==> config.mk <==
export PLATFORM = sky130hd
export DESIGN_NAME = mem_arbiter_flat
export DESIGN_NICKNAME = d
export VERILOG_FILES = /design/src/rtl/mem_arbiter_pkg.sv /design/src/rtl/mem_arbiter_if.sv /design/src/rtl/mem_arbiter_rr_arbiter2.sv /design/src/rtl/mem_arbiter.sv /design/src/flat_wrapper.sv
export SDC_FILE = /design/constraint.sdc
export NUM_CORES = 1
export LEC_CHECK = 0
export ABC_CLOCK_PERIOD_IN_PS = 3750
export CAP_MARGIN = 15
export CORE_MARGIN = 3
export CORE_UTILIZATION = 39
export CTS_BUF_LIST = sky130_fd_sc_hd__clkbuf_8
export DETAILED_ROUTE_END_ITERATION = 8
export HOLD_SLACK_MARGIN = 0.15
export PLACE_DENSITY = 0.83
export SETUP_SLACK_MARGIN = 0.3
export SYNTH_ARGS = -nofsm -noshare
export SYNTH_HDL_FRONTEND = slang
export SYNTH_SLANG_ARGS = --single-unit
==> constraint.sdc <==
create_clock -name clock -period 3.75 [get_ports clock]
set_input_delay 0.375 -clock clock [delete_from_list [all_inputs] [get_ports clock]]
set_output_delay 0.375 -clock clock [all_outputs]
set_load 0.03 [all_outputs]
==> src/rtl/mem_arbiter_pkg.sv <==
// mem_arbiter_pkg: shared types and constants for the miniRV data-memory arbiter.
package mem_arbiter_pkg;

    // Width of the wait-state down-counter (WAIT_CYCLES is 0..15).
    localparam int WAIT_CNT_W = 4;

    // Width of the store byte-lane mask.
    localparam int MASK_W = 4;

    // Access sequencer states.
    typedef enum logic [1:0] {
        IDLE   = 2'd0,
        WAIT   = 2'd1,
        ACCESS = 2'd2,
        RESP   = 2'd3
    } state_e;

    // Requester identity; the value doubles as the grant-vector bit index.
    typedef enum logic {
        REQ_I = 1'b0,
        REQ_D = 1'b1
    } req_e;

endpackage

==> src/rtl/mem_arbiter_if.sv <==
// mem_arbiter_if: fetch, load/store and memory-side signals of the arbiter.
// slave  = arbiter side, master = requesters and memory block side.
interface mem_arbiter_if #(
    parameter int XLEN = 32
);
    // Instruction-fetch requester
    logic                             i_req_valid;
    logic                             i_req_ready;
    logic [XLEN-1:0]                  i_req_addr;
    logic                             i_resp_valid;
    logic [XLEN-1:0]                  i_resp_data;
    // Load/store requester
    logic                             d_req_valid;
    logic                             d_req_ready;
    logic [XLEN-1:0]                  d_req_addr;
    logic                             d_req_wen;
    logic [XLEN-1:0]                  d_req_wdata;
    logic [mem_arbiter_pkg::MASK_W-1:0] d_req_wbmask;
    logic                             d_resp_valid;
    logic [XLEN-1:0]                  d_resp_data;
    // Memory block (combinational read, clocked write)
    logic                             mem_wen;
    logic [XLEN-1:0]                  mem_addr;
    logic [XLEN-1:0]                  mem_wdata;
    logic [mem_arbiter_pkg::MASK_W-1:0] mem_wbmask;
    logic [XLEN-1:0]                  mem_rdata;

    modport slave (
        input  i_req_valid, i_req_addr,
        output i_req_ready, i_resp_valid, i_resp_data,
        input  d_req_valid, d_req_addr, d_req_wen, d_req_wdata, d_req_wbmask,
        output d_req_ready, d_resp_valid, d_resp_data,
        output mem_wen, mem_addr, mem_wdata, mem_wbmask,
        input  mem_rdata
    );

    modport master (
        output i_req_valid, i_req_addr,
        input  i_req_ready, i_resp_valid, i_resp_data,
        output d_req_valid, d_req_addr, d_req_wen, d_req_wdata, d_req_wbmask,
        input  d_req_ready, d_resp_valid, d_resp_data,
        input  mem_wen, mem_addr, mem_wdata, mem_wbmask,
        output mem_rdata
    );

endinterface

==> src/rtl/mem_arbiter_rr_arbiter2.sv <==
// rr_arbiter2: two-input round-robin grant. Bit 0 = fetch (I), bit 1 = load/store (D).
// The last grant starts at D so the first contention goes to I.
module rr_arbiter2
    import mem_arbiter_pkg::*;
(
    input  logic       clock,
    input  logic       reset,
    input  logic [1:0] i_valid,
    input  logic       i_accept,
    output logic [1:0] o_grant
);

    req_e r_last_grant;

    // One-hot grant: a lone requester wins, on contention the one not granted last wins.
    always_comb begin
        o_grant = i_valid;
        if (&i_valid) begin
            o_grant = (r_last_grant == REQ_D) ? 2'b01 : 2'b10;
        end
    end

    // Remember the winner only when the handshake actually takes place.
    always_ff @(posedge clock or posedge reset) begin
        if (reset) begin
            r_last_grant <= REQ_D;
        end else if (i_accept && (|o_grant)) begin
            r_last_grant <= o_grant[1] ? REQ_D : REQ_I;
        end
    end

endmodule

==> src/rtl/mem_arbiter.sv <==
// mem_arbiter: shares the single-port miniRV data memory between fetch (I) and
// load/store (D). One access in flight; optional wait states before the access.
// Optional statistics counters are built when MEM_ARBITER_STATS_EN is defined.
module mem_arbiter
    import mem_arbiter_pkg::*;
#(
    parameter int XLEN        = 32,
    parameter int WAIT_CYCLES = 0
) (
    input  logic              clock,
    input  logic              reset,
    mem_arbiter_if.slave      bus
`ifdef MEM_ARBITER_STATS_EN
    ,
    output logic [31:0]       stat_i_grants,
    output logic [31:0]       stat_d_grants,
    output logic [31:0]       stat_conflicts
`endif
);

    localparam logic [WAIT_CNT_W-1:0] WAIT_LOAD =
        (WAIT_CYCLES > 0) ? WAIT_CNT_W'(WAIT_CYCLES - 1) : '0;

    state_e                r_state;
    req_e                  r_owner;
    logic [XLEN-1:0]       r_addr;
    logic                  r_wen;
    logic [XLEN-1:0]       r_wdata;
    logic [MASK_W-1:0]     r_wbmask;
    logic [WAIT_CNT_W-1:0] r_cnt;
    logic [XLEN-1:0]       r_rdata;

    logic [1:0]            w_valid;
    logic [1:0]            w_grant;
    logic                  w_idle;
    logic                  w_accept;
    logic                  w_pick_d;

    assign w_valid  = {bus.d_req_valid, bus.i_req_valid};
    assign w_idle   = (r_state == IDLE);
    assign w_accept = w_idle & (|w_valid);
    assign w_pick_d = w_grant[REQ_D];

    rr_arbiter2 u_rr (
        .clock    (clock),
        .reset    (reset),
        .i_valid  (w_valid),
        .i_accept (w_accept),
        .o_grant  (w_grant)
    );

    // Ready only in IDLE and only for the winner; responses only in RESP for the owner.
    assign bus.i_req_ready  = w_idle & w_grant[REQ_I];
    assign bus.d_req_ready  = w_idle & w_grant[REQ_D];
    assign bus.i_resp_valid = (r_state == RESP) && (r_owner == REQ_I);
    assign bus.d_resp_valid = (r_state == RESP) && (r_owner == REQ_D);
    assign bus.i_resp_data  = r_rdata;
    assign bus.d_resp_data  = r_rdata;

    // Memory buses come straight from the latched request; write strobe only in ACCESS.
    assign bus.mem_wen    = (r_state == ACCESS) && r_wen;
    assign bus.mem_addr   = r_addr;
    assign bus.mem_wdata  = r_wdata;
    assign bus.mem_wbmask = r_wbmask;

    // Access sequencer: latch on handshake, optional wait, single access cycle, response.
    always_ff @(posedge clock or posedge reset) begin
        if (reset) begin
            r_state  <= IDLE;
            r_owner  <= REQ_I;
            r_addr   <= '0;
            r_wen    <= 1'b0;
            r_wdata  <= '0;
            r_wbmask <= '0;
            r_cnt    <= '0;
            r_rdata  <= '0;
        end else begin
            case (r_state)
                IDLE: begin
                    if (w_accept) begin
                        r_owner  <= w_pick_d ? REQ_D : REQ_I;
                        r_addr   <= w_pick_d ? bus.d_req_addr : bus.i_req_addr;
                        r_wen    <= w_pick_d & bus.d_req_wen;
                        r_wdata  <= w_pick_d ? bus.d_req_wdata : '0;
                        r_wbmask <= w_pick_d ? bus.d_req_wbmask : '0;
                        if (WAIT_CYCLES > 0) begin
                            r_state <= WAIT;
                            r_cnt   <= WAIT_LOAD;
                        end else begin
                            r_state <= ACCESS;
                        end
                    end
                end
                WAIT: begin
                    if (r_cnt == '0) begin
                        r_state <= ACCESS;
                    end else begin
                        r_cnt <= r_cnt - 1'b1;
                    end
                end
                ACCESS: begin
                    r_rdata <= r_wen ? '0 : bus.mem_rdata;
                    r_state <= RESP;
                end
                RESP: begin
                    r_state <= IDLE;
                end
                default: begin
                    r_state <= IDLE;
                end
            endcase
        end
    end

`ifdef MEM_ARBITER_STATS_EN
    // Grant and contention counters, free-running with wrap-around.
    always_ff @(posedge clock or posedge reset) begin
        if (reset) begin
            stat_i_grants  <= '0;
            stat_d_grants  <= '0;
            stat_conflicts <= '0;
        end else begin
            if (bus.i_req_ready) begin
                stat_i_grants <= stat_i_grants + 32'd1;
            end
            if (bus.d_req_ready) begin
                stat_d_grants <= stat_d_grants + 32'd1;
            end
            if (w_idle && (&w_valid)) begin
                stat_conflicts <= stat_conflicts + 32'd1;
            end
        end
    end
`endif

endmodule

==> src/flat_wrapper.sv <==
// flat-port wrapper written by rule: the top's interface ports become plain ports
module mem_arbiter_flat import mem_arbiter_pkg::*;
#(
    parameter int XLEN        = 32,
    parameter int WAIT_CYCLES = 0
)
  (clock, reset, bus_i_req_valid, bus_i_req_addr, bus_i_req_ready, bus_i_resp_valid, bus_i_resp_data, bus_d_req_valid, bus_d_req_addr, bus_d_req_wen, bus_d_req_wdata, bus_d_req_wbmask, bus_d_req_ready, bus_d_resp_valid, bus_d_resp_data, bus_mem_wen, bus_mem_addr, bus_mem_wdata, bus_mem_wbmask, bus_mem_rdata);
  mem_arbiter_if #(.XLEN(XLEN)) bus_i ();
  input  logic clock;
  input  logic reset;
  input wire logic [$bits(bus_i.i_req_valid)-1:0] bus_i_req_valid;
  input wire logic [$bits(bus_i.i_req_addr)-1:0] bus_i_req_addr;
  output wire logic [$bits(bus_i.i_req_ready)-1:0] bus_i_req_ready;
  output wire logic [$bits(bus_i.i_resp_valid)-1:0] bus_i_resp_valid;
  output wire logic [$bits(bus_i.i_resp_data)-1:0] bus_i_resp_data;
  input wire logic [$bits(bus_i.d_req_valid)-1:0] bus_d_req_valid;
  input wire logic [$bits(bus_i.d_req_addr)-1:0] bus_d_req_addr;
  input wire logic [$bits(bus_i.d_req_wen)-1:0] bus_d_req_wen;
  input wire logic [$bits(bus_i.d_req_wdata)-1:0] bus_d_req_wdata;
  input wire logic [$bits(bus_i.d_req_wbmask)-1:0] bus_d_req_wbmask;
  output wire logic [$bits(bus_i.d_req_ready)-1:0] bus_d_req_ready;
  output wire logic [$bits(bus_i.d_resp_valid)-1:0] bus_d_resp_valid;
  output wire logic [$bits(bus_i.d_resp_data)-1:0] bus_d_resp_data;
  output wire logic [$bits(bus_i.mem_wen)-1:0] bus_mem_wen;
  output wire logic [$bits(bus_i.mem_addr)-1:0] bus_mem_addr;
  output wire logic [$bits(bus_i.mem_wdata)-1:0] bus_mem_wdata;
  output wire logic [$bits(bus_i.mem_wbmask)-1:0] bus_mem_wbmask;
  input wire logic [$bits(bus_i.mem_rdata)-1:0] bus_mem_rdata;
  assign bus_i.i_req_valid = bus_i_req_valid;
  assign bus_i.i_req_addr = bus_i_req_addr;
  assign bus_i_req_ready = bus_i.i_req_ready;
  assign bus_i_resp_valid = bus_i.i_resp_valid;
  assign bus_i_resp_data = bus_i.i_resp_data;
  assign bus_i.d_req_valid = bus_d_req_valid;
  assign bus_i.d_req_addr = bus_d_req_addr;
  assign bus_i.d_req_wen = bus_d_req_wen;
  assign bus_i.d_req_wdata = bus_d_req_wdata;
  assign bus_i.d_req_wbmask = bus_d_req_wbmask;
  assign bus_d_req_ready = bus_i.d_req_ready;
  assign bus_d_resp_valid = bus_i.d_resp_valid;
  assign bus_d_resp_data = bus_i.d_resp_data;
  assign bus_mem_wen = bus_i.mem_wen;
  assign bus_mem_addr = bus_i.mem_addr;
  assign bus_mem_wdata = bus_i.mem_wdata;
  assign bus_mem_wbmask = bus_i.mem_wbmask;
  assign bus_i.mem_rdata = bus_mem_rdata;
  mem_arbiter #(.XLEN(XLEN), .WAIT_CYCLES(WAIT_CYCLES)) u_core (.clock(clock), .reset(reset), .bus(bus_i));
endmodule
After elaboration in Yosys (flattened, before gate mapping)
Index checks and enable logic that the tools add are counted.

word-level totals
  register bits = 109
  input port bits = 137
  output and inout bits = 137
  logic and storage cells = 43

operators by class
  add/sub/neg operators = 1
  eq/ne operators = 5
  muxes and demuxes = 10
  bitwise operators = 6
  reductions and logical operators = 12

operators by type and width
  kind                                                   number
  2-to-1 mux 32 bit                                      3
  2-to-1 mux 2 bit                                       4
  case mux 2 bit (4 select lines)                        1
  AND reduction 2 bit                                    4
  bitwise AND 1 bit                                      4
  equality test 2 bit, second input constant             2
  logical AND 1 bit                                      4
  logical NOT 4 bit                                      1
  2-to-1 mux 4 bit                                       1
  OR reduction 2 bit                                     2
  subtractor 4 x 1 -> 4 bit, second input constant       1
  equality test 2 x 1 -> 1 bit, second input constant    1
  logical NOT 2 bit                                      1
  inequality test 2 x 1 -> 1 bit, second input constant  1
  inequality test 2 bit, second input constant           1
  inverter 1 bit                                         2
  2-to-1 mux 1 bit                                       1

Depth between registers and ports, before layout
Gate-level depths: netlist of the first run.

  depth in word-level cells = 4
  mapped depth = 6
  gate-level depth less buffers = 5

Modules after synthesis
From an unflattened synthesis of the first run, not the netlist that was laid out.

second synthesis, totals
  cell total of the unflattened synthesis = 522
  area, all modules = 4929.7 um^2

modules (own cells, without submodules)
  module       times used  cells an instance  area an instance (um^2)  sequential area each (um^2)
  mem_arbiter  1           515                4869.7                   2702.6
  rr_arbiter2  1           7                  60.1                     26.3

Worst setup path before layout of the first run
No wires, ideal clock.

  path kind = register to output
  start = register u_core.r_state[0]
  end = output bus_mem_wen
  arrival = 1.376 ns
  data required time = 3.375 ns
  path slack = 1.999 ns
  cell stages (with the launch flop) = 5
  path buffers = 2
  cells stage by stage = dfrtp_1 > nand2b_1 > buf_2 > clkbuf_1 > nor2_1

on the way
  cells in the longest elaborated chain, start to end = 2

RTL lines
  element                 line                source
  start, declared         mem_arbiter.sv:24   state_e r_state;
  start signal, assigned  mem_arbiter.sv:69   r_state <= IDLE;
  start signal, assigned  mem_arbiter.sv:87   r_state <= WAIT;
  start signal, assigned  mem_arbiter.sv:90   r_state <= ACCESS;
  equality test 2 bit     mem_arbiter.sv:61   assign bus.mem_wen = (r_state == ACCESS) && r_wen;
  logical AND 1 bit       mem_arbiter.sv:61
  end, declared           flat_wrapper.sv:24  output wire logic [$bits(bus_i.mem_wen)-1:0] bus_mem_wen;

Every way passes these cells.

Final worst setup path of the first run
  start = register u_core.r_state[1]
  end = output bus_d_req_ready

on the way
  cells in the longest elaborated chain, start to end = 2

RTL lines
  element            line                source
  logical NOT 2 bit  mem_arbiter.sv:40   assign w_idle = (r_state == IDLE);
  bitwise AND 1 bit  mem_arbiter.sv:54   assign bus.d_req_ready = w_idle & w_grant[REQ_D];
  end, declared      flat_wrapper.sv:21  output wire logic [$bits(bus_i.d_req_ready)-1:0] bus_d_req_ready;

Every way passes these cells.

==> metrics.log, run 1 <==
[metrics] number of maximum-capacitance violations: 0
[metrics] number of failing setup endpoints in the final timing report: 0
[metrics] area of the die: 0.0132 mm²
[metrics] vias in the first global route: between 4000 and 5000
[metrics] worst hold-check path type: input pin to async pin
[metrics] remaining antenna violation count: 0
[metrics] worst slew pin tran: 0.747 ns
[metrics] floorplan row count: 39
[metrics] proportion of synthesized chip area in sequential cells: 59.0%
[metrics] worst endpoint data arrival time: ~2.3 ns
[metrics] endpoints failing hold: 0
[metrics] via count: around 4100
[metrics] total of hold buffers inserted after clock tree synthesis: 0
[metrics] RePlAce Congestion: 0.786
[metrics] first-pass detailed-route iteration total: 5
[metrics] post-synthesis cell count: roughly 410
[metrics] Power Density: a little under 900 mW/mm²
[metrics] global routing usage summed across all routing layers: 20.5%
[metrics] outcome: finished clean
[metrics] clock-pin transition on the worst setup and hold timing paths: approximately 0.10 ns
[metrics] leakage power: 3.21 nW
[metrics] Worst Setup End Kind: primary output
[metrics] count of pins on the block boundary: roughly 270
[metrics] die extent in x: ~110 µm
[metrics] Num CTS Buffers: 9
[metrics] clock latency at the later pin of the worst-skew pair: ~0.35 ns
[metrics] DRC violation total after the first TritonRoute iteration: approximately 330
[metrics] TNS Setup: 0 ns
[metrics] root buffer selected by CTS: clkbuf_8
[metrics] core region area: 0.0115 mm²
[metrics] count of state elements after synthesis: between 100 and 150
[metrics] Rel. slew slack: between 50% and 60%
[metrics] detailed placement HPWL: a little over 10000 µm
[metrics] post-synthesis net count: about 540
[metrics] number of diodes: 0
[metrics] Syn Area/Cell: roughly 11 µm²
[metrics] number of filler cells placed in the layout: between 900 and 1000
[metrics] sort of element at the start of the critical path: register
[metrics] post-CTS setup buffer count: 0
[metrics] clock tree from TritonCTS: yes
[metrics] total wire length after detailed routing: roughly 14000 µm
[metrics] average via count per standard cell: 5.18
[metrics] final hold slack: between 0.2 and 0.3 ns
[metrics] final worst setup slack: approximately 1.1 ns
[metrics] wire per inst: approximately 18 µm
[metrics] fraction of the cycle the final worst path needs: 70.6%
[metrics] Initial Utilization: 40.2%
[metrics] antenna violations before repair: 0
[metrics] Max Fclk: approximately 380 MHz
[metrics] layout cells sized above 1: 4.38%
[metrics] first-pass GRT wire length: around 21000 µm
[metrics] number of clock sinks: between 100 and 150
[metrics] most common library cell in the layout ignoring fill and taps: clkdlybuf4s50_1
[metrics] Resized cells post-CTS: 0
[metrics] buffer depth of the longest clock path: 2
[metrics] Die Ht: roughly 110 µm
[metrics] final cell count without fillers: just under 800
[metrics] number of synthesis warnings: 0
[metrics] peak supply drop: 429 µV
[metrics] post-synth design cell area: 0.00463 mm²
[metrics] number of port buffers: around 270
[metrics] placed cell count: ~770
[metrics] register cell area after layout: 0.00273 mm²
[metrics] number of levels the H-tree was split into: 3
[metrics] top library cells by usage in the layout, fill and taps aside: clkdlybuf4s50_1 (273), dfrtp_1 (108), nand2_1 (68), a22o_1 (37), o21ai_0 (33)
[metrics] layout overhead on the synthesized area: 60.4%
[metrics] dpl ws: around 1.3 ns
[metrics] synth unique cells: 28
[metrics] number of nets in the finished design: just under 800
[metrics] area of the multi-input gates: between 0.001 and 0.0015 mm²
[metrics] pins over their slew limit: 0
[metrics] required time worst endpoint: ~3.4 ns
[metrics] total congestion overflow after global routing: 0
[metrics] setup repair after global routing missed its margin: no
[metrics] clock skew after layout: 0.0112 ns
[metrics] post-route minimum period: approximately 2.6 ns
[metrics] DRC violations left: 0
[metrics] crit path kind: register to primary output
[metrics] largest net degree at the start of global routing: 87
[metrics] CP Max Fanout: 34
-- kinds of logic (layout without fill, tap and decap cells) --
kind of cell / after synthesis / count (layout) / share of synthesized area, %
AO/OA/AOI/OAI: 138 / 138 / 23.3
XOR/XNOR: 1 / 1 / 0.189
adder cells (fa/ha/maj): 1 / 1 / 0.270
buffers and inverters: 70 / 303 / 9.22
flip-flops: 109 / 109 / 59.0
multiplexers: 2 / 2 / 0.460
AND/OR/NAND/NOR: 85 / 85 / 7.60
-- stage by stage --
stage	total power, W	instance area, µm²	util, %
floorplan	0.00436	4630	-
global route	0.00683	7420	64.5
detailed placement	0.00581	7200	62.5
global placement	0.00573	7200	62.5
CTS	0.00653	7390	64.2
finish	0.00649	7420	64.5
-- registers in the layout, summed over array words and instances (netlist names) --
register	flops
u_core.r_wen	1
u_core.r_owner	1
u_core.bus.mem_wdata	32
u_core.bus.mem_wbmask	4
u_core.bus.mem_addr	32
u_core.bus.d_resp_data	32
u_core.u_rr.r_last_grant	1
u_core.r_cnt	4
u_core.r_state	2
-- cell usage after synthesis --
master    count  area (µm²)
a21o_1        2        15.0
buf_6         4        45.0
ha_1          1        12.5
a22o_1       37         324
nand2_1      68         255
buf_2        11        55.1
dfstp_2       1        26.3
nor4_1        1        6.26
xnor2_1       1        8.76
o21ai_0      33         165
a21boi_0     32         240
nor3_1        1        5.00
or2_2         1        6.26
nor2_1        4        15.0
clkbuf_1     18        67.6
nand2b_1      4        25.0
dfrtp_1     108        2700
mux2i_1       1        10.0
nand3b_1      1        7.51
a211oi_1      1        7.51
inv_1         5        18.8
nor2_2        1        6.26
or2_1         1        6.26
a221o_1      32         320
and3_1        3        18.8
mux2_1        1        11.3
buf_4        32         240
a21oi_1       1        5.00
-- where the power goes --
part           internal (W)  switching, W
registers           0.00167      0.000330
clock network      0.000338      0.000374
logic               0.00163       0.00215
-- final timing paths --
| check | startpoint | end | slack, ns | cells past startpoint |
|---|---|---|---|---|
| hold reg to reg | u_core.r_owner$_DFFE_PP0P_ | u_core.r_owner$_DFFE_PP0P_ | 0.50 | 1 |
| hold / removal | reset | u_core.bus.mem_wbmask[3]$_DFFE_PP0P_ | 0.27 | 2 |
| max in group asynchronous | reset | u_core.bus.mem_wdata[0]$_DFFE_PP0P_ | 2.51 | 4 |
| setup reg to reg | u_core.r_state[1]$_DFFE_PP0P_ | u_core.bus.mem_addr[8]$_DFFE_PP0P_ | 1.56 | 5 |
| min in group clock | u_core.r_owner$_DFFE_PP0P_ | u_core.r_owner$_DFFE_PP0P_ | 0.50 | 1 |
| setup / recovery | u_core.r_state[1]$_DFFE_PP0P_ | bus_d_req_ready | 1.10 | 4 |
-- worst max-delay path, cell delays in order (launching register included) --
cell	delay [ns]
dfrtp_1	0.47
nor2_2	0.15
buf_4	0.31
and3_2	0.29
clkdlybuf4s50_1	0.70
-- final cells by class --
cell class	instances	area share [%]
Timing Repair Buffer	282	38.0
Inverter	5	0.287
Clock buffer	11	2.04
Clock inverter	5	0.624
Sequential cell	109	36.8
Multi-Input combinational cell	227	19.9
Tap cell	143	2.41
-- per-layer routing --
layer	up-vias	routed length [µm]	global-route usage, %
met1	1947	5450	24.9
met2	210	7010	35.4
met4	0	318	7.82
met3	25	1010	4.63
li1	1869	-	-
met5	-	0	0
Power figures use the tool's default switching activity.
==> inputs of run 2 (changes only) <==
- ABC_CLOCK_PERIOD_IN_PS: 3750 -> 2700
- clock period: 3.75 -> 2.7 ns (I/O delays scaled with it)
==> metrics.log, run 2 (synthesis gave the netlist of run 1 again) <==
[metrics] Initial Utilization: 40.2% (unchanged)
[metrics] DRC violation total after the first TritonRoute iteration: 275 (was 329)
[metrics] setup repair after global routing missed its margin: no (unchanged)
[metrics] floorplan row count: 39 (unchanged)
[metrics] global routing usage summed across all routing layers: 20.8% (was 20.5%)
[metrics] clock latency at the later pin of the worst-skew pair: 0.36 ns (was 0.35 ns)
[metrics] wire per inst: 18.0 µm (was 17.6 µm)
[metrics] worst hold-check path type: input pin to async pin (unchanged)
[metrics] Register-to-Register Path Depth: 5 (unchanged)
[metrics] category of cells accounting for the largest share of critical-path delay: simple AND/OR/NAND/NOR gates (was buffers and inverters)
[metrics] total of hold buffers inserted after clock tree synthesis: 0 (unchanged)
[metrics] number of maximum-capacitance violations: 0 (unchanged)
[metrics] number of levels the H-tree was split into: 3 (unchanged)
[metrics] worst endpoint data arrival time: 1.91 ns (was 2.27 ns)
[metrics] antenna violations before repair: 0 (unchanged)
[metrics] core region area: 0.0115 mm² (unchanged)
[metrics] post-CTS setup buffer count: 0 (unchanged)
[metrics] TNS Setup: 0 ns (unchanged)
[metrics] DRC violations left: 0 (unchanged)
[metrics] peak supply drop: 732 µV (was 429 µV)
[metrics] Power Density: 1220 mW/mm² (was 875 mW/mm²)
[metrics] number of port buffers: 273 (unchanged)
[metrics] Max Fclk: 459 MHz
[metrics] cell occurring most often along the worst timing path: buf_4
[metrics] most common library cell in the layout ignoring fill and taps: clkdlybuf4s50_1 (unchanged)
[metrics] slowest stage delay, CP: 0.49 ns (was 0.70 ns)
[metrics] first-pass detailed-route iteration total: 5 (unchanged)
[metrics] Worst Setup End Kind: primary output (unchanged)
[metrics] RePlAce Congestion: 0.823 (was 0.786)
[metrics] clock skew after layout: 0.0165 ns (was 0.0112 ns)
[metrics] number of nets in the finished design: 775 (was 772)
[metrics] via count: 4115 (was 4051)
[metrics] vias in the first global route: 4251 (was 4116)
[metrics] largest net degree at the start of global routing: 71 (was 87)
[metrics] clock-pin transition on the worst setup and hold timing paths: 0.10 ns (about the same)
[metrics] first-pass GRT wire length: 21600 µm (was 21400 µm)
[metrics] total buffers and inverters traversed by the critical path: 2 (unchanged)
[metrics] Rel. slew slack: 63.4% (was 50.2%)
[metrics] fraction of the cycle the final worst path needs: between 80% and 90%
[metrics] area of the die: 0.0132 mm² (unchanged)
[metrics] detailed placement HPWL: 10900 µm (was 10200 µm)
[metrics] number of clock sinks: 109 (unchanged)
[metrics] post-route minimum period: roughly 2.2 ns
[metrics] root buffer selected by CTS: clkbuf_8 (unchanged)
[metrics] top library cells by usage in the layout, fill and taps aside: clkdlybuf4s50_1 (271), dfrtp_1 (108), nand2_1 (68), a22o_1 (37), o21ai_0 (33) (was clkdlybuf4s50_1 (273), dfrtp_1 (108), nand2_1 (68), a22o_1 (37), o21ai_0 (33))
[metrics] final hold slack: 0.355 ns (was 0.268 ns)
[metrics] total congestion overflow after global routing: 0 (unchanged)
[metrics] standard cell with the maximum stage delay on the critical path: dfrtp_1 (was clkdlybuf4s50_1)
[metrics] number of diodes: 0 (unchanged)
[metrics] die extent in x: 115 µm (unchanged)
[metrics] average via count per standard cell: 5.24 (was 5.18)
[metrics] outcome: finished clean (unchanged)
[metrics] buffer depth of the longest clock path: 2 (unchanged)
[metrics] CP Max Fanout: 11 (was 34)
[metrics] layout overhead on the synthesized area: 61.6% (was 60.4%)
[metrics] required time worst endpoint: 2.43 ns (was 3.38 ns)
[metrics] count of pins on the block boundary: 274 (unchanged)
[metrics] worst slew pin tran: 0.548 ns (was 0.747 ns)
[metrics] total wire length after detailed routing: 14200 µm (was 13800 µm)
[metrics] register-to-register path setup slack: 0.72 ns (was 1.56 ns)
[metrics] remaining antenna violation count: 0 (unchanged)
[metrics] leakage power: 3.22 nW (was 3.21 nW)
[metrics] worst path cell trace: nor2_4 -> buf_4 -> and3_1 -> buf_4 (was nor2_2 -> buf_4 -> and3_2 -> clkdlybuf4s50_1)
[metrics] logic depth of the worst path, buffers included: 4 (unchanged)
[metrics] Die Ht: 115 µm (unchanged)
[metrics] endpoints failing hold: 0 (unchanged)
[metrics] Num CTS Buffers: 9 (unchanged)
[metrics] pins over their slew limit: 0 (unchanged)
[metrics] layout cells sized above 1: 5.61% (was 4.38%)
[metrics] crit path kind: register to primary output (unchanged)
[metrics] final cell utilization of the core: 64.9% (was 64.5%)
[metrics] sort of element at the start of the critical path: register (unchanged)
[metrics] clock tree from TritonCTS: yes (unchanged)
[metrics] number of failing setup endpoints in the final timing report: 0 (unchanged)
[run 2: changes by cell type in the layout (fill, tap and decap cells not counted), moves of 2 or more]
cell | before | now
clkinvlp_4 | 0 | 2
clkdlybuf4s50_1 | 273 | 271
buf_12 | 0 | 3
buf_4 | 8 | 11
inv_1 | 7 | 4
[run 2: repair_timing]
item	in CTS	in global routing
endpoints found under the hold margin	0	0
endpoints found under the setup margin	1	2
gates resized for setup	1	1
gates cloned	0	0
[run 2: metal layers]
metal	wire length (µm)	global-route usage (%)
met1	5370	24.0
met2	7450	37.7
met3	990	4.21
met4	354	8.06
met5	0	0
[run 2: final timing paths]
check / start / end
worst min register to register: u_core.bus.mem_wdata[14]$_DFFE_PP0P_ / u_core.bus.mem_wdata[14]$_DFFE_PP0P_
min in group clock: bus_mem_rdata[19] / u_core.bus.d_resp_data[19]$_DFFE_PP0N_
max in group asynchronous: reset / u_core.bus.mem_addr[13]$_DFFE_PP0P_
worst max register to register: u_core.r_state[1]$_DFFE_PP0P_ / u_core.bus.mem_addr[13]$_DFFE_PP0P_
worst min-delay path: reset / u_core.bus.d_resp_data[24]$_DFFE_PP0N_
worst max-delay path: u_core.r_state[1]$_DFFE_PP0P_ / bus_i_req_ready
[run 2: report_power, final]
group	internal, W	switching, W	total [W]
logic	0.00230	0.00301	0.00531
registers	0.00232	0.000493	0.00281
clock network	0.000480	0.000534	0.00101
[run 2: worst register-to-register path: stages (launching register included)]
cell and delay, ns:
dfrtp_1 0.49, nor2_4 0.30, buf_4 0.24, and3_1 0.31, buf_4 0.35, a221o_1 0.22
[run 2: area by class of cell]
type	instances	area [µm²]
clock buffers	11	151
clock inverters	5	56.3
fillers	902	4040
inverters	5	22.5
multi-input cells	227	1480
flip-flops and latches	109	2730
well taps	143	179
repair buffers	285	2860
[run 2: through the flow]
stage / area (µm²) / std cells / setup WS [ns] / total power [W]
2_1_floorplan: 4630 / 406 / 1.05 / 0.00605
3_3_place_gp: 7260 / 769 / 0.636 / 0.00802
5_1_grt: 7480 / 785 / 0.402 / 0.00960
3_5_place_dp: 7260 / 769 / 0.590 / 0.00817
6_report: 7480 / 785 / 0.522 / 0.00913
4_1_cts: 7470 / 785 / 0.330 / 0.00920
==> inputs of run 3 (changes only) <==
- ABC_CLOCK_PERIOD_IN_PS: 2700 -> 1950
- CORE_UTILIZATION: 39 -> 35
- PLACE_DENSITY: 0.83 -> 0.79
- clock period: 2.7 -> 1.95 ns (I/O delays scaled with it)
==> metrics.log, run 3 (synthesis gave the netlist of run 1 again) <==
[metrics] wire per inst: 18.1 µm (was 18.0 µm)
[metrics] worst endpoint data arrival time: 1.44 ns (was 1.91 ns)
[metrics] largest net degree at the start of global routing: 71 (unchanged)
[metrics] worst slew pin tran: 0.489 ns (was 0.548 ns)
[metrics] crit path kind: register to primary output (unchanged)
[metrics] count of pins on the block boundary: 274 (unchanged)
[metrics] CP Max Fanout: 4 (was 11)
[metrics] Critical R2R Launch: u_core.u_rr.r_last_grant$_DFFE_PP1P_ (was u_core.r_state[1]$_DFFE_PP0P_)
[metrics] die extent in x: 121 µm (was 115 µm)
[metrics] final worst setup slack: 0.314 ns (was 0.522 ns)
[metrics] register-to-register path setup slack: 0.36 ns (was 0.72 ns)
[metrics] number of diodes: 0 (unchanged)
[metrics] remaining antenna violation count: 0 (unchanged)
[metrics] RePlAce Congestion: 0.795 (was 0.823)
[metrics] TNS Setup: 0 ns (unchanged)
[metrics] clock tree from TritonCTS: yes (unchanged)
[metrics] required time worst endpoint: 1.75 ns (was 2.43 ns)
[metrics] root buffer selected by CTS: clkbuf_8 (unchanged)
[metrics] setup repair after global routing missed its margin: yes (was no)
[metrics] Worst Setup End Kind: primary output (unchanged)
[metrics] slowest stage delay, CP: 0.45 ns (was 0.49 ns)
[metrics] buffer depth of the longest clock path: 2 (unchanged)
[metrics] global routing usage summed across all routing layers: 19.6% (was 20.8%)
[metrics] core region area: 0.0128 mm² (was 0.0115 mm²)
[metrics] sort of element at the start of the critical path: register (unchanged)
[metrics] Max Fclk: approximately 610 MHz
[metrics] peak supply drop: 722 µV (was 732 µV)
[metrics] placed cell count: 801 (was 769)
[metrics] GR peak layer: met2 (unchanged)
[metrics] leakage power: 4.53 nW (was 3.22 nW)
[metrics] outcome: finished clean (unchanged)
[metrics] first-pass detailed-route iteration total: 6 (was 5)
[metrics] layout cells sized above 1: 7.94% (was 5.61%)
[metrics] met2 Usage GRT: 33.8% (was 37.7%)
[metrics] total buffers and inverters traversed by the critical path: 3 (was 2)
[metrics] vias in the first global route: 4290 (was 4251)
[metrics] final cell area excluding filler cells: 0.00786 mm² (was 0.00748 mm²)
[metrics] total wire length after detailed routing: 15000 µm (was 14200 µm)
[metrics] number of nets in the finished design: 788 (was 775)
[metrics] met1 global-route usage: 24.8% (was 24.0%)
[metrics] clock latency at the later pin of the worst-skew pair: 0.36 ns (about the same)
[metrics] antenna violations before repair: 0 (unchanged)
[metrics] Power Density: 1600 mW/mm² (was 1220 mW/mm²)
[metrics] Rel. slew slack: 67.4% (was 63.4%)
[metrics] Die Ht: 121 µm (was 115 µm)
[metrics] final cell count without fillers: 827 (was 785)
[metrics] Num CTS Buffers: 9 (unchanged)
[metrics] dpl ws: 0.232 ns (was 0.590 ns)
[metrics] pins over their slew limit: 0 (unchanged)
[metrics] category of cells accounting for the largest share of critical-path delay: flip-flops (was simple AND/OR/NAND/NOR gates)
[metrics] DRC violations left: 0 (unchanged)
[metrics] number of levels the H-tree was split into: 3 (unchanged)
[metrics] capture instance of the worst register-to-register path: u_core.bus.mem_addr[3]$_DFFE_PP0P_ (was u_core.bus.mem_addr[13]$_DFFE_PP0P_)
[metrics] number of clock sinks: 109 (unchanged)
[metrics] layout overhead on the synthesized area: 69.8% (was 61.6%)
[metrics] most common library cell in the layout ignoring fill and taps: clkdlybuf4s50_1 (unchanged)
[metrics] Initial Utilization: 36.2% (was 40.2%)
[metrics] standard cell with the maximum stage delay on the critical path: dfrtp_2 (was dfrtp_1)
[metrics] via count: 4139 (was 4115)
[metrics] top library cells by usage in the layout, fill and taps aside: clkdlybuf4s50_1 (152), dfrtp_1 (107), dlymetal6s2s_1 (87), nand2_1 (68), a22o_1 (37) (was clkdlybuf4s50_1 (271), dfrtp_1 (108), nand2_1 (68), a22o_1 (37), o21ai_0 (33))
[metrics] endpoints failing hold: 0 (unchanged)
[metrics] Register-to-Register Path Depth: 5 (unchanged)
[metrics] total power: 0.0125 W (was 0.00913 W)
[metrics] fraction of the cycle the final worst path needs: a little over four fifths
[metrics] worst hold-check path type: input pin to async pin (unchanged)
[metrics] cell occurring most often along the worst timing path: buf_6 (was buf_4)
[metrics] number of failing setup endpoints in the final timing report: 0 (unchanged)
[metrics] average via count per standard cell: 5.00 (was 5.24)
[metrics] number of port buffers: 273 (unchanged)
[metrics] worst path cell trace: nor2_4 -> buf_6 -> and3_4 -> buf_6 -> buf_6 (was nor2_4 -> buf_4 -> and3_1 -> buf_4)
[metrics] clock skew after layout: 0.0128 ns (was 0.0165 ns)
[metrics] met3 track demand over resource: 4.80% (was 4.21%)
[metrics] number of maximum-capacitance violations: 0 (unchanged)
[metrics] total of hold buffers inserted after clock tree synthesis: 0 (unchanged)
[metrics] Placement Cell Area: 0.00732 mm² (was 0.00726 mm²)
[metrics] floorplan row count: 41 (was 39)
[metrics] area of the die: 0.0146 mm² (was 0.0132 mm²)
[metrics] total congestion overflow after global routing: 0 (unchanged)
[metrics] clock-pin transition on the worst setup and hold timing paths: 0.10 ns (about the same)
[metrics] detailed placement HPWL: 10200 µm (was 10900 µm)
[metrics] first-pass GRT wire length: 22700 µm (was 21600 µm)
[metrics] post-route minimum period: 1.64 ns
[metrics] DRC violation total after the first TritonRoute iteration: 272 (was 275)
## run 3: layout make-up
| cell class | count | area [µm²] |
|---|---|---|
| Inverter | 5 | 22.5 |
| Clock buffer | 10 | 138 |
| Timing Repair Buffer | 298 | 3190 |
| Clock inverter | 6 | 62.6 |
| Sequential cell | 109 | 2730 |
| Fill cell | 1025 | 4920 |
| Multi-Input combinational cell | 227 | 1490 |
| Tap cell | 172 | 215 |
## run 3: tightest hold or removal path, cell delays in order
cell and delay [ns]:
clkdlybuf4s50_1 0.44, clkinvlp_4 0.11, buf_12 0.32
## run 3: repair_timing
item	CTS	global route
setup endpoints to repair	34	93
resized for setup	43	94
gates cloned	2	0
buffers inserted	5	3
## run 3: worst max-delay path by stage
stage                                        from                                  to  slack, ns  depth (start not counted)
floorplan           u_core.r_state[0]$_DFFE_PP0P_                         bus_mem_wen       0.38                          4
global placement                  bus_i_req_valid                     bus_d_req_ready       0.30                          5
detailed placement                bus_d_req_valid  u_core.bus.mem_addr[4]$_DFFE_PP0P_       0.23                          5
CTS                 u_core.r_state[1]$_DFFE_PP0P_                    bus_d_resp_valid       0.26                          3
global route        u_core.r_state[0]$_DFFE_PP0P_                     bus_i_req_ready       0.23                          5
finish              u_core.r_state[0]$_DFFE_PP0P_                     bus_i_req_ready       0.31                          5
## run 3: routing by layer
| metal | wire length, µm | share of wire [%] |
|---|---|---|
| met5 | 0 | 0 |
| met4 | 294 | 2.0 |
| met3 | 1200 | 8.1 |
| met2 | 7680 | 51 |
| met1 | 5770 | 39 |
## run 3: power breakdown
part           leakage (nW)  switching (W)  internal [W]
sequential             1.38       0.000609       0.00321
combinational          3.04        0.00425       0.00308
clock                 0.105       0.000763      0.000629
## run 3: per-stage QoR
step | util [%] | hold slack, ns
floorplan | - | 0.328
global placement | 57.3 | 0.486
detailed placement | 57.3 | 0.491
CTS | 59.6 | 0.285
global route | 61.5 | 0.309
finish | 61.5 | 0.293
